$ cat src/rtl/ws2812_pkg.sv
// Shared WS2812 receive definitions: timing derived from the clock frequency,
// the decoder state encoding and the error cause codes.
package ws2812_pkg;

    typedef enum logic [1:0] {
        IDLE     = 2'd0,
        HIGH     = 2'd1,
        LOW      = 2'd2,
        WAIT_LOW = 2'd3
    } state_t;

    localparam logic [1:0] ERR_GLITCH   = 2'd0;
    localparam logic [1:0] ERR_STUCK    = 2'd1;
    localparam logic [1:0] ERR_PARTIAL  = 2'd2;
    localparam logic [1:0] ERR_OVERFLOW = 2'd3;

    function automatic int phase_cycles(input int clock_frequency);
        return clock_frequency / 2380000 + 1;
    endfunction

    function automatic int t_min(input int clock_frequency);
        return phase_cycles(clock_frequency) / 2;
    endfunction

    function automatic int t_one(input int clock_frequency);
        return phase_cycles(clock_frequency) + phase_cycles(clock_frequency) / 2;
    endfunction

    function automatic int t_max(input int clock_frequency);
        return 3 * phase_cycles(clock_frequency);
    endfunction

    function automatic int t_rst(input int clock_frequency, input int reset_phases);
        return reset_phases * phase_cycles(clock_frequency);
    endfunction

endpackage

$ cat src/rtl/ws2812_rx_decoder_pulse_meter.sv
// Synchronises the WS2812 line, detects edges and measures high/low times.
// With WS2812_RX_FWD_EN the synchronised line is also exported for forwarding.
module ws2812_pulse_meter
    import ws2812_pkg::*;
#(
    parameter int CLOCK_FREQUENCY = 38000000,
    parameter int RESET_PHASES    = 8
) (
    input  logic clk,
    input  logic rst_n,
    input  logic din,
    output logic rise,
    output logic bit_valid,
    output logic bit_value,
    output logic glitch,
    output logic stuck_high,
    output logic gap_reached
`ifdef WS2812_RX_FWD_EN
    ,
    output logic line
`endif
);

    localparam logic [15:0] T_MIN_C = 16'(t_min(CLOCK_FREQUENCY));
    localparam logic [15:0] T_ONE_C = 16'(t_one(CLOCK_FREQUENCY));
    localparam logic [15:0] T_MAX_C = 16'(t_max(CLOCK_FREQUENCY));
    localparam logic [15:0] T_RST_C = 16'(t_rst(CLOCK_FREQUENCY, RESET_PHASES));

    logic        sync_a_r;
    logic        sync_b_r;
    logic        line_r;
    logic [15:0] hi_cnt_r;
    logic [15:0] lo_cnt_r;
    logic        rise_s;
    logic        fall_s;

    assign rise_s = sync_b_r & ~line_r;
    assign fall_s = ~sync_b_r & line_r;

    // two-flop synchroniser followed by the edge-detect register
    always_ff @(posedge clk or negedge rst_n) begin
        if (!rst_n) begin
            sync_a_r <= 1'b0;
            sync_b_r <= 1'b0;
            line_r   <= 1'b0;
        end else begin
            sync_a_r <= din;
            sync_b_r <= sync_a_r;
            line_r   <= sync_b_r;
        end
    end

    // saturating high/low time counters, each cleared by the opposite edge
    always_ff @(posedge clk or negedge rst_n) begin
        if (!rst_n) begin
            hi_cnt_r <= 16'd0;
            lo_cnt_r <= 16'd0;
        end else begin
            if (fall_s) begin
                hi_cnt_r <= 16'd0;
            end else if (sync_b_r && hi_cnt_r != 16'hFFFF) begin
                hi_cnt_r <= hi_cnt_r + 16'd1;
            end else begin
                hi_cnt_r <= hi_cnt_r;
            end
            if (rise_s) begin
                lo_cnt_r <= 16'd0;
            end else if (!sync_b_r && lo_cnt_r != 16'hFFFF) begin
                lo_cnt_r <= lo_cnt_r + 16'd1;
            end else begin
                lo_cnt_r <= lo_cnt_r;
            end
        end
    end

    assign rise        = rise_s;
    assign bit_valid   = fall_s && (hi_cnt_r >= T_MIN_C);
    assign glitch      = fall_s && (hi_cnt_r < T_MIN_C);
    assign bit_value   = (hi_cnt_r >= T_ONE_C);
    assign stuck_high  = sync_b_r && (hi_cnt_r > T_MAX_C);
    assign gap_reached = !sync_b_r && (lo_cnt_r == T_RST_C);

`ifdef WS2812_RX_FWD_EN
    assign line = sync_b_r;
`endif

endmodule

$ cat src/rtl/ws2812_rx_decoder.sv
// WS2812 line decoder: recovers 24-bit colour words with their LED index onto a
// valid/ready stream. Optional WS2812_RX_FWD_EN adds dout_o daisy-chain forwarding.
module ws2812_rx_decoder
    import ws2812_pkg::*;
#(
    parameter int CLOCK_FREQUENCY = 38000000,
    parameter int LED_COUNT       = 3,
    parameter int RESET_PHASES    = 8
) (
    input  logic        clk_i,
    input  logic        resetn_i,
    input  logic        din_i,
    output logic [23:0] data_o,
    output logic [7:0]  index_o,
    output logic        valid_o,
    input  logic        ready_i,
    output logic        frame_done_o,
    output logic        err_o,
    output logic [1:0]  err_code_o
`ifdef WS2812_RX_FWD_EN
    ,
    output logic        dout_o
`endif
);

    localparam logic [7:0] LED_LIMIT = 8'(LED_COUNT);

    state_t      state_r, next_state_s;
    logic [23:0] shift_r, shift_s;
    logic [4:0]  bit_cnt_r, bit_cnt_s;
    logic [7:0]  word_idx_r, word_idx_s;
    logic [23:0] data_r, data_s;
    logic [7:0]  index_r, index_s;
    logic        valid_r, valid_s;
    logic        frame_done_r, frame_done_s;
    logic        err_r, err_s;
    logic [1:0]  err_code_r, err_code_s;
    logic        rise_s, bit_valid_s, bit_value_s, glitch_s, stuck_high_s, gap_reached_s;

`ifdef WS2812_RX_FWD_EN
    logic line_s;
    logic dout_r;
`endif

    ws2812_pulse_meter #(
        .CLOCK_FREQUENCY(CLOCK_FREQUENCY),
        .RESET_PHASES   (RESET_PHASES)
    ) u_meter (
        .clk        (clk_i),
        .rst_n      (resetn_i),
        .din        (din_i),
        .rise       (rise_s),
        .bit_valid  (bit_valid_s),
        .bit_value  (bit_value_s),
        .glitch     (glitch_s),
        .stuck_high (stuck_high_s),
        .gap_reached(gap_reached_s)
`ifdef WS2812_RX_FWD_EN
        ,
        .line       (line_s)
`endif
    );

    // next-state, word assembly, stream and error decisions
    always_comb begin
        next_state_s = state_r;
        shift_s      = shift_r;
        bit_cnt_s    = bit_cnt_r;
        word_idx_s   = word_idx_r;
        data_s       = data_r;
        index_s      = index_r;
        valid_s      = valid_r && !ready_i;
        frame_done_s = 1'b0;
        err_s        = 1'b0;
        err_code_s   = err_code_r;
        case (state_r)
            IDLE: begin
                next_state_s = rise_s ? HIGH : IDLE;
            end
            HIGH: begin
                if (stuck_high_s) begin
                    err_s        = 1'b1;
                    err_code_s   = ERR_STUCK;
                    bit_cnt_s    = 5'd0;
                    next_state_s = WAIT_LOW;
                end else if (glitch_s) begin
                    err_s        = 1'b1;
                    err_code_s   = ERR_GLITCH;
                    next_state_s = LOW;
                end else if (bit_valid_s) begin
                    shift_s      = {shift_r[22:0], bit_value_s};
                    next_state_s = LOW;
                    if (bit_cnt_r == 5'd23) begin
                        bit_cnt_s  = 5'd0;
                        word_idx_s = (word_idx_r == 8'hFF) ? word_idx_r : word_idx_r + 8'd1;
                        // words past this decoder's LEDs belong further down the chain
                        if (word_idx_r >= LED_LIMIT) begin
                            valid_s = valid_r && !ready_i;
                        end else if (!valid_r || ready_i) begin
                            data_s  = shift_s;
                            index_s = word_idx_r;
                            valid_s = 1'b1;
                        end else begin
                            err_s      = 1'b1;
                            err_code_s = ERR_OVERFLOW;
                        end
                    end else begin
                        bit_cnt_s = bit_cnt_r + 5'd1;
                    end
                end else begin
                    next_state_s = HIGH;
                end
            end
            LOW: begin
                if (rise_s) begin
                    next_state_s = HIGH;
                end else if (gap_reached_s) begin
                    err_s        = (bit_cnt_r != 5'd0);
                    err_code_s   = (bit_cnt_r != 5'd0) ? ERR_PARTIAL : err_code_r;
                    frame_done_s = 1'b1;
                    word_idx_s   = 8'd0;
                    bit_cnt_s    = 5'd0;
                    next_state_s = IDLE;
                end else begin
                    next_state_s = LOW;
                end
            end
            WAIT_LOW: begin
                if (gap_reached_s) begin
                    word_idx_s   = 8'd0;
                    bit_cnt_s    = 5'd0;
                    next_state_s = IDLE;
                end else begin
                    next_state_s = WAIT_LOW;
                end
            end
            default: begin
                next_state_s = IDLE;
            end
        endcase
    end

    // state and output registers
    always_ff @(posedge clk_i or negedge resetn_i) begin
        if (!resetn_i) begin
            state_r      <= IDLE;
            shift_r      <= 24'd0;
            bit_cnt_r    <= 5'd0;
            word_idx_r   <= 8'd0;
            data_r       <= 24'd0;
            index_r      <= 8'd0;
            valid_r      <= 1'b0;
            frame_done_r <= 1'b0;
            err_r        <= 1'b0;
            err_code_r   <= 2'd0;
        end else begin
            state_r      <= next_state_s;
            shift_r      <= shift_s;
            bit_cnt_r    <= bit_cnt_s;
            word_idx_r   <= word_idx_s;
            data_r       <= data_s;
            index_r      <= index_s;
            valid_r      <= valid_s;
            frame_done_r <= frame_done_s;
            err_r        <= err_s;
            err_code_r   <= err_code_s;
        end
    end

`ifdef WS2812_RX_FWD_EN
    // pass the line downstream once this decoder's own LEDs have been served
    always_ff @(posedge clk_i or negedge resetn_i) begin
        if (!resetn_i) begin
            dout_r <= 1'b0;
        end else begin
            dout_r <= (word_idx_r >= LED_LIMIT) ? line_s : 1'b0;
        end
    end

    assign dout_o = dout_r;
`endif

    assign data_o       = data_r;
    assign index_o      = index_r;
    assign valid_o      = valid_r;
    assign frame_done_o = frame_done_r;
    assign err_o        = err_r;
    assign err_code_o   = err_code_r;

endmodule

$ cat config.mk
export PLATFORM = sky130hd
export DESIGN_NAME = ws2812_rx_decoder
export DESIGN_NICKNAME = d
export VERILOG_FILES = /design/src/rtl/ws2812_pkg.sv /design/src/rtl/ws2812_rx_decoder_pulse_meter.sv /design/src/rtl/ws2812_rx_decoder.sv
export SDC_FILE = /design/constraint.sdc
export NUM_CORES = 1
export LEC_CHECK = 0
export BUFFER_PORTS_ARGS = -buffer_cell sky130_fd_sc_hd__buf_4
export CAP_MARGIN = 20
export CORE_MARGIN = 1.5
export CORE_UTILIZATION = 40
export DETAILED_ROUTE_END_ITERATION = 12
export PLACE_DENSITY = 0.68
export SLEW_MARGIN = 40
export SYNTH_ARGS = -nofsm -noshare
export SYNTH_HDL_FRONTEND = slang
export SYNTH_HIERARCHICAL = 1
export SYNTH_SLANG_ARGS = --single-unit
export TNS_END_PERCENT = 50
$ cat constraint.sdc
create_clock -name clk_i -period 3.4 [get_ports clk_i]
set_input_delay 0.85 -clock clk_i [delete_from_list [all_inputs] [get_ports clk_i]]
set_output_delay 0.85 -clock clk_i [all_outputs]
set_load 0.1 [all_outputs]
==> results by group <==
Outcome
  – Status: finished clean

Floorplanning
  – Row count: 42
  – Die Wd: 119 um
  – Core ar.: 0.0131 sq mm
  – Area of the die: 0.0141 sq mm
  – Initial Utilization: 0.408
  – # IOs: 41
  – Die Y: 119 um

Critical path
  – R2r setup slk: 320 ps
  – CP Data Required Time: 3650 ps
  – Arrival time of the worst setup path: 3340 ps
  – Crit path buf inv count: 0
  – Worst-path cell chain: nor4_1 -> nand3_1 -> o21a_1 -> or2_2 -> o31a_1 -> or4_1 -> o31ai_1
  – R2R depth: 7
  – Slowest stage delay, CP: 660 ps
  – CP Capture Type: register
  – Setup Crit Path Kind: reg2reg
  – Worst path slowest cell: or4_1
  – Startpoint type of the worst setup path: register
  – Reg-to-reg critical path endpoint: word_idx_r[4]
  – CP max FO: 10
  – Worst R2R Start: u_meter/hi_cnt_r[12]
  – Crit path max-delay family: simple AND/OR/NAND/NOR gates

Clocking
  – H-tree depth: 3
  – Setup Buffers After CTS: 0
  – Worst-path clk slew: 80 ps
  – Clk_lat worst skew: around 350 ps
  – CTS tree: done
  – CTS buffer count: 9
  – Hold_buf cts: 0
  – Cts repair resizes: 0
  – Clk sink count: 110
  – Max Root-Sink Buffers: 2
  – Clock root buffer: clkbuf_16

Synth
  – Post-synth EDFFs: 0
  – Synth async-reset ratio: 1.00
  – Mapped Area: 0.00536 sq mm
  – Mapped Avg Cell Area: 11.3 sq um
  – Most frequent cells after synthesis: 110 x dfrtp_1, 50 x mux2_2, 26 x o21ai_0, 25 x nand2_1, 24 x nor2_1
  – Yosys top cell by area: dfrtp_1
  – Synth area leaders: dfrtp_1 51%, mux2_2 11%, ha_1 2.6%
  – Count of different cell masters after synthesis: 65
  – Synth Flop Type: dfrtp_1
  – Post-synthesis cell count: 475
  – Register area share after synthesis: 0.514
  – Count leader, synth: dfrtp_1
  – Register bit total from synthesis: 110
  – Synth warn: 6
  – Mapped Nets: around 500
  – Post-synth top area share: 0.514

Routing
  – Residual DRC: 0
  – Post-DR vias/cell: 5.53
  – Drt first pass iters: 5
  – DR WL/cell: 15.5 um
  – First DRT Iteration DRCs: 288
  – DR vias: around 3800
  – Detail Route Antenna Nets: 0
  – Routed Wire Length: 10800 um

STA
  – Fmax: 324 MHz
  – Worst clock skew: 9.60 ps
  – Clock period minus final worst setup slack: a little over 3000 ps
  – Setup ws final: roughly 320 ps
  – Final period util: 0.907
  – TNS Setup: 0 ps
  – Final hold violations: 0
  – Worst Tran Pin Value: 685 ps
  – Worst slew margin: 0.542
  – RSZ-0062 raised after global routing: no
  – Pins over their slew limit: 0
  – Final setup fails: 0

Final layout
  – N_diodes: 0
  – FF/Latch Area: 0.00275 sq mm
  – Post-Layout Cell Count: 694
  – Share of layout cells above drive strength 1: 0.259
  – Area occupied by multi-input gates: 0.00244 sq mm
  – Number of fill cells: 1246
  – Area growth, synth to finish: 15.5%
  – NumNets Final: 528

Placement
  – Post-DP HPWL: 7370 um
  – Pre-CTS setup slack: 359 ps
  – RD Place Congestion: 0.856
  – Input/output buffers: 40
  – Placed insts: about 680

Power
  – Maximum vdd ir drop: 0.279 mV
  – Total Power: 2980 uW
  – Lkg Pwr: between 0.002 and 0.003 uW
  – PwrDens: 482 mW/mm^2

Worst hold path
  – Hold EP: u_meter/sync_b_r
  – Hold path startpoint: u_meter/sync_a_r
  – Worst hold path type: reg2reg
  – Hold depth: 0

GRT
  – Vias in the first global route: around 4000
  – Gr usage total: 0.159
  – First-pass GRT wire length: approximately 18000 um
  – Pin count of the biggest net entering global routing: 111
  – Initial antenna violation count: 0
  – Total grt overflow: 0

Run
  – Max Cap Violations: 0
==> worst max-delay path by stage <==
stage / slack (ps) / startpoint / to / cells after the start
finish: 320 / u_meter/hi_cnt_r[12] / word_idx_r[4] / 7
global route: 140 / u_meter/hi_cnt_r[12] / word_idx_r[5] / 7
CTS: 340 / u_meter/hi_cnt_r[12] / word_idx_r[4] / 7
detailed placement: 360 / u_meter/hi_cnt_r[12] / word_idx_r[7] / 7
global placement: 440 / u_meter/hi_cnt_r[12] / word_idx_r[5] / 7
floorplan: 500 / u_meter/sync_b_r / word_idx_r[4] / 10
==> per-layer routing <==
metal	GRT usage	wire length, um
met5	0	0
met4	0.0444	103
met3	0.0550	602
met2	0.265	5260
met1	0.197	4790
==> sequential cells by signal (all words and copies together), names as in the netlist, 2 cells and up <==
signal	count
data_o	24
u_meter/hi_cnt_r	16
index_o	8
shift_r	23
word_idx_r	8
u_meter/lo_cnt_r	16
state_r	2
bit_cnt_r	5
err_code_o	2
==> stage by stage <==
step	hold WS, ps	util	area, sq um
2_1_floorplan	331	-	5360
6_report	356	0.471	6190
3_3_place_gp	337	0.447	5870
5_1_grt	372	0.471	6190
3_5_place_dp	341	0.447	5870
4_1_cts	360	0.471	6180
==> cell type report <==
cell class,instances,share of cell area
clock buffer,9,0.0364
tap,176,0.0356
multi-input combinational,323,0.394
inverter,21,0.0127
clock inverter,7,0.0144
timing repair buffer,48,0.0623
sequential,110,0.445
==> logic make-up (layout without fill, tap and decap cells) <==
| logic type | count (synthesis) | count (layout) | share of synthesized area |
|---|---|---|---|
| AND/OR/NAND/NOR | 154 | 154 | 0.168 |
| flip-flops | 110 | 110 | 0.514 |
| AO/OA/AOI/OAI | 93 | 93 | 0.125 |
| multiplexers | 60 | 60 | 0.124 |
| buffers and inverters | 42 | 85 | 0.0353 |
| adder cells (fa/ha/maj) | 11 | 11 | 0.0257 |
| XOR/XNOR | 5 | 5 | 0.00817 |
==> where the power goes <==
| part | total, uW | switching, uW | internal, uW |
|---|---|---|---|
| combinational | 421 | 266 | 155 |
| clock | 1070 | 538 | 531 |
| sequential | 1490 | 109 | 1380 |
==> cells in the final DEF (no fill, tap or decap), types with 3 or more instances in the layout <==
master     synthesis  layout
clkinv_8           0       3
nor2b_1            9       9
and2_1             4       4
a31oi_1            6       6
nand2_1           25      25
xnor2_1            4       4
nand4_1            8       8
inv_1             21      21
buf_4              3      46
and2b_1            3       3
nor2_1            24      24
o21ai_0           26      26
ha_1              11      11
and3_1             5       5
o31ai_1           15      15
o41ai_1            9       8
nand3b_1           5       5
or2_2              4       4
o21ai_1            6       6
nand2b_1           5       5
nand3_1           19      19
nand4b_1           3       3
mux2i_1            9       9
nor4_1            12      12
clkbuf_16          0       9
nor3_1             5       5
a21oi_1            8       8
and4_1             6       6
dfrtp_1          110     110
mux2_2            50      50
Note: power is estimated with default switching activity, not from simulation.
